==> src/rtl/demux_striping_pkg.sv <==
// Shared definitions for the two-lane striper and its companion unstriping mux.
// Holds the default word width and the selector FSM encodings.
`default_nettype none

package demux_striping_pkg;

   localparam int DATA_WIDTH = 32;

   typedef enum logic [1:0] {
      ST_IDLE = 2'd0,
      ST_SEL1 = 2'd1,
      ST_SEL0 = 2'd2
   } state_t;

endpackage

`default_nettype wire

==> src/rtl/demux_striping_lane_reg.sv <==
// One lane holding register: word plus valid.
// Clear wins over write; the word is held while neither is asserted.
`default_nettype none

module lane_reg
   import demux_striping_pkg::*;
#(
   parameter int DATA_WIDTH = demux_striping_pkg::DATA_WIDTH
) (
   input  logic                  clk,
   input  logic                  reset,
   input  logic                  wr_en,
   input  logic                  clr,
   input  logic [DATA_WIDTH-1:0] d,
   output logic [DATA_WIDTH-1:0] q,
   output logic                  v
);

   always_ff @(posedge clk or negedge reset) begin
      if (!reset) begin
         q <= '0;
         v <= 1'b0;
      end else if (clr) begin
         q <= '0;
         v <= 1'b0;
      end else if (wr_en) begin
         q <= d;
         v <= 1'b1;
      end
   end

endmodule

`default_nettype wire

==> src/rtl/demux_striping.sv <==
// Transmit-side lane striper: alternates a valid-qualified word stream across two lanes,
// starting every burst on lane0 and clearing both lanes on the first idle cycle.
`default_nettype none

module demux_striping
   import demux_striping_pkg::*;
#(
   parameter int DATA_WIDTH = demux_striping_pkg::DATA_WIDTH
) (
   input  logic                  clk,
   input  logic                  reset,
   input  logic [DATA_WIDTH-1:0] data_in,
   input  logic                  valid_in,
   output logic [DATA_WIDTH-1:0] lane_out0,
   output logic                  valid_out0,
   output logic [DATA_WIDTH-1:0] lane_out1,
   output logic                  valid_out1,
   output logic                  active
);

   state_t state;
   logic   wr_en0;
   logic   wr_en1;
   logic   clr;

   // Only SEL1 steers to lane1; IDLE and SEL0 both target lane0.
   always_comb begin
      wr_en0 = 1'b0;
      wr_en1 = 1'b0;
      clr    = 1'b0;
      if (!valid_in) begin
         clr = 1'b1;
      end else if (state == ST_SEL1) begin
         wr_en1 = 1'b1;
      end else begin
         wr_en0 = 1'b1;
      end
   end

   always_ff @(posedge clk or negedge reset) begin
      if (!reset) begin
         state  <= ST_IDLE;
         active <= 1'b0;
      end else begin
         case (state)
            ST_IDLE: begin
               state  <= valid_in ? ST_SEL1 : ST_IDLE;
               active <= valid_in;
            end
            ST_SEL1: begin
               state  <= valid_in ? ST_SEL0 : ST_IDLE;
               active <= valid_in;
            end
            ST_SEL0: begin
               state  <= valid_in ? ST_SEL1 : ST_IDLE;
               active <= valid_in;
            end
            default: begin
               state  <= ST_IDLE;
               active <= 1'b0;
            end
         endcase
      end
   end

   lane_reg #(.DATA_WIDTH(DATA_WIDTH)) u_lane0 (
      .clk   (clk),
      .reset (reset),
      .wr_en (wr_en0),
      .clr   (clr),
      .d     (data_in),
      .q     (lane_out0),
      .v     (valid_out0)
   );

   lane_reg #(.DATA_WIDTH(DATA_WIDTH)) u_lane1 (
      .clk   (clk),
      .reset (reset),
      .wr_en (wr_en1),
      .clr   (clr),
      .d     (data_in),
      .q     (lane_out1),
      .v     (valid_out1)
   );

endmodule

`default_nettype wire

==> config.mk <==
export PLATFORM = sky130hd
export DESIGN_NAME = demux_striping
export DESIGN_NICKNAME = d
export VERILOG_FILES = /design/src/rtl/demux_striping_pkg.sv /design/src/rtl/demux_striping_lane_reg.sv /design/src/rtl/demux_striping.sv
export SDC_FILE = /design/constraint.sdc
export NUM_CORES = 1
export LEC_CHECK = 0
export BUFFER_PORTS_ARGS = -buffer_cell sky130_fd_sc_hd__buf_2
export CORE_AREA = 2 2 78 80
export CTS_CLUSTER_DIAMETER = 80
export DETAILED_ROUTE_END_ITERATION = 6
export DIE_AREA = 0 0 80 82
export PLACE_DENSITY = 0.8
export REMOVE_ABC_BUFFERS = 1
export SYNTH_ARGS = -nofsm -noshare
export SYNTH_HDL_FRONTEND = slang
export SYNTH_SLANG_ARGS = --single-unit
==> constraint.sdc <==
create_clock -name clk -period 3.1 [get_ports clk]
set_clock_uncertainty 0.15 [all_clocks]
set_input_delay 0.31 -clock clk [delete_from_list [all_inputs] [get_ports clk]]
set_output_delay 0.31 -clock clk [all_outputs]
set_load 0.02 [all_outputs]
# == Word level (Yosys, flattened, before mapping) ==
# Index checks and enable logic that the tools add are counted.
# totals
ff_bits,69
input_bits,35
output_inout_bits,67
word_cells,29
# op_classes
eq_ne,4
n_mux,16
n_reduce_logical,3
# op_table
cell,count
32-bit two-way mux,4
1-bit two-way mux,10
"2-bit by 1-bit != test with 1-bit output, second input constant",2
2-bit case mux with 2 select lines,1
3-bit OR reduction,1
"2-bit by 1-bit equality test with 1-bit output, second input constant",1
"2-bit equality test, second input constant",1
2-bit zero test,1
2-bit two-way mux,1
2-bit OR reduction,1

# == Depth between registers and ports, before layout ==
# depth
depth_word,5
ltp_mapped,4
ltp_nobuf,2

# == Cells and area by module ==
# A second synthesis with hierarchy kept.
# unflattened
hier_cells,223
hier_area_um2,2827.7
# modules_own_cells
mod,n_inst,cells_each,area_each_um2,seq_area_each_um2
lane_reg,2,107,1362.6,825.8
demux_striping,1,9,102.6,75.1

# == Worst setup path before layout ==
# OpenSTA, ideal clock, no wires.
# synth_path
kind,reg2reg
from,register state[1]
to,register u_lane0.v
setup_time_ns,0.119
t_arrival_ns,0.957
required_ns,2.831
setup_slack_ns,1.875
stages_incl_launch_ff,5
path_buffers,2
period_less_slack_ns,1.225
cell_sequence,dfrtp_1 -> nand2b_1 -> buf_6 -> buf_6 -> o21a_1
# synth_between
elab_chain_len,4
# synth_lines
item,line,text
start: declaration,demux_striping.sv:21,state_t state;
start signal: assignment,demux_striping.sv:47,state <= valid_in ? ST_SEL1 : ST_IDLE;
start signal: assignment,demux_striping.sv:51,state <= valid_in ? ST_SEL0 : ST_IDLE;
start signal: assignment,demux_striping.sv:55,state <= valid_in ? ST_SEL1 : ST_IDLE;
2-bit by 1-bit equality test with 1-bit output,demux_striping.sv:33,end else if (state == ST_SEL1) begin
1-bit two-way mux,demux_striping.sv:33,
1-bit two-way mux,demux_striping.sv:31,if (!valid_in) begin
2-bit by 1-bit != test with 1-bit output (no line),--,
end signal: assignment,demux_striping_lane_reg.sv:22,v <= 1'b0;
end signal: assignment,demux_striping_lane_reg.sv:25,v <= 1'b0;
end signal: assignment,demux_striping_lane_reg.sv:28,v <= 1'b1;
end: declaration,demux_striping_lane_reg.sv:16,output logic v
# Every way passes these cells.
# A chain may end at the register's enable or synchronous reset.

# == Worst setup path in the final report ==
# layout_path
from,register state[0]
to,register u_lane0.q[19]
# layout_between
elab_chain_len,4
# layout_lines
item,line,text
2-bit by 1-bit equality test with 1-bit output,demux_striping.sv:33,
1-bit two-way mux,demux_striping.sv:33,
1-bit two-way mux,demux_striping.sv:31,
2-bit by 1-bit != test with 1-bit output (no line),--,
end signal: assignment,demux_striping_lane_reg.sv:21,q <= '0;
end signal: assignment,demux_striping_lane_reg.sv:24,q <= '0;
end signal: assignment,demux_striping_lane_reg.sv:27,q <= d;
end: declaration,demux_striping_lane_reg.sv:15,"output logic [DATA_WIDTH-1:0] q,"
# Every way passes these cells.

==> results.md <==
* Sequential-to-total area share from yosys stat at approximately 59%
* Min Clock Period, post-route at 1.798 ns
* Synthesis-to-finish area growth at 24.58%
* CTS Buf Count at 9
* Worst hold path type: input pin to flip-flop
* Worst skew pair latency at between 0.3 and 0.4 ns
* Worst path cell trace: nor2b_4, buf_12, mux2i_1
* Top FF cell, synth: dfrtp_1
* Status: completed
* Final Wtd Congestion at 0.7478
* CTS H-Tree Depth at 3
* DR DRC count at 0
* CP startpoint kind: flip-flop
* RSZ-0062 raised after global routing: false
* Leakage at roughly 0.0020 µW
* N_diodes at 0
* CTS tree: yes
* Least-Margin Pin Slew at 0.9912 ns
* Top-count cell post-synth: nand2_1
* Dpl hpwl at 3.847 mm
* DIE AREA at 6560 µm²
* Drt initial violations at just over 100
* Nets at about 390
* Die W at 80 µm
* Vias after detailed routing at 2,088
* Mapped Cells at 255
* CP Data Arrival Time at between 1.5 and 2 ns
* Crit path max-delay cell type: nor2b_4
* CTS max path bufs at 2
* Initial Util at 50.85%
* Vias in the first global route at 2,049
* Crit share post-route at 57.99%
* Clk slew on worst S/H paths at 0.07 ns
* Syn_area_per_cell at 11.46 µm²
* Maximum clock frequency at 556.3 MHz
* Synth top area share at 59.10%
* CTS Root Cell: clkbuf_8
* Max cap viols at 0
* Global-route wire length before repair at 9.522 mm
* Pwr/cell area at 557.6 nW/µm²
* DR WL/cell at around 13 µm
* Total Routed Length at 5.710 mm
* WP data required at 3.20 ns
* FP Rows at 28
* Layout cell share with drive strength beyond 1 at 33.52%
* Core Region at 5746 µm²
* Synth cell count leaders: nand2_1 (96), dfrtp_1 (69), mux2i_1 (64)
* Setup Fix Bufs, Post-CTS at 0
* Final hold violation count at 0
* Power consumption at 2029 µW
* Setup violations, final at 0
* Post-DRT Antenna Nets at 0
* Post-synth top area cell: dfrtp_1
* Slew headroom at 33.92%
* Worst vdd ir at 0.2569 mV
* Max-slew violations at 0
* Post-synth ARST share at 100.0%
* Syn Std Cell Area at 2922 µm²
* Syn. warnings at 0
* Setup_tns at 0 ns
* Flops & latches, synth at 69
* Synth top area cells: dfrtp_1 (59%), mux2i_1 (22%), nand2_1 (12%)
* Port bufs at 101
* Crit path kind: flip-flop to flip-flop
* Initial antenna violation count at 0
* Crit end category: flip-flop
* Max incr delay on CP at ~0.6 ns
* Drt via density at between 4 and 5
* Largest net degree at the start of global routing at 102
* Drt first pass iters at 4
* Gr usage total at 18.70%
* Post-synth EDFFs at 0
* Crit path max fanout at 34
* Congestion Overflow GR at 0
* # clock sinks at 69
* Ports at about 100
* Synth unique cells at 12
* Die height at 82 µm
-- final timing paths --
path                                  start             to  slack, ns  depth (start not counted)
worst max-delay path               state[0]  u_lane0.q[19]       1.30                          3
worst min register to register    u_lane0.v      u_lane0.v       0.34                          1
worst max register to register     state[0]  u_lane0.q[19]       1.30                          3
worst min-delay path            data_in[29]  u_lane0.q[29]       0.09                          3
max in group asynchronous             reset       state[1]       2.05                          3
min in group asynchronous             reset  u_lane0.q[14]       0.40                          3
-- kinds of logic after synthesis --
family | Yosys count | synth area share (%)
AND/OR/NAND/NOR | 100 | 13.28
flip-flops | 69 | 59.10
multiplexers | 64 | 21.93
buffers and inverters | 19 | 4.925
AO/OA/AOI/OAI | 3 | 0.7708
-- sequential cells by signal, summed over array words and instances (netlist names) --
register and flops:
u_lane0.q 32, active 1, u_lane0.v 1, u_lane1.q 32
state 2, u_lane1.v 1
-- metal layers --
| layer | routed length (µm) | track usage [%] | vias to the layer above | part of all wire [%] |
|---|---|---|---|---|
| met1 | 2642 | 25.62 | 991 | 46 |
| li1 | - | - | 1017 | - |
| met2 | 2609 | 29.08 | 70 | 46 |
| met5 | 0 | 0 | - | 0 |
| met4 | 74 | 7.119 | 0 | 1.3 |
| met3 | 383 | 4.505 | 10 | 6.7 |
-- cells in the final DEF, fill, tap and decap left out --
master / n
o21a_1: 2
buf_2: 101
mux2i_1: 64
clkbuf_8: 10
clkbuf_1: 2
clkinvlp_4: 1
clkinv_2: 2
buf_12: 2
dfrtp_1: 69
dlygate4sd3_1: 1
nor2b_1: 1
nand2b_1: 1
buf_4: 2
nand2_1: 96
nor2b_4: 1
a21boi_0: 1
and2_1: 1
bufinv_16: 1
-- cell type report --
cell class	count	area [µm²]
clock buffer	12	145.1
clock inverter	4	47.55
fill	499	2106
multi-input combinational	167	1056
sequential	69	1727
tap	75	93.84
timing repair buffer	106	570.5
-- critical path: cells and delay by family (launching register included) --
kind,cells,cell delay (ns)
flip-flops,1,0.39
buffers and inverters,1,0.32
multiplexers,1,0.24
AND/OR/NAND/NOR,1,0.60
-- report_power, final --
part           leakage, µW  internal (µW)  switching, µW  total [µW]
clock            0.0000964            392            319         711
sequential        0.000913            960           32.9         993
combinational     0.000983            123            203         325
-- stage by stage --
stage | hold WS, ns | util (%) | cells | instance area [µm²] | worst slack (ns)
floorplan | -0.1356 | - | 236 | 2778 | 0.3616
finish | 0.09389 | 63.35 | 433 | 3640 | 1.302
global placement | 0.2258 | 59.82 | 416 | 3437 | 1.350
global route | 0.09684 | 63.35 | 433 | 3640 | 1.163
CTS | 0.08410 | 63.35 | 433 | 3640 | 1.273
detailed placement | 0.2278 | 59.82 | 416 | 3437 | 1.277
-- what timing repair did --
item / 4_1_cts / 5_1_grt
hold buffers: 1 / 0
endpoints found under the hold margin: 69 / 0
gates resized for setup: 0 / 0
(Power assumes the default switching activity.)
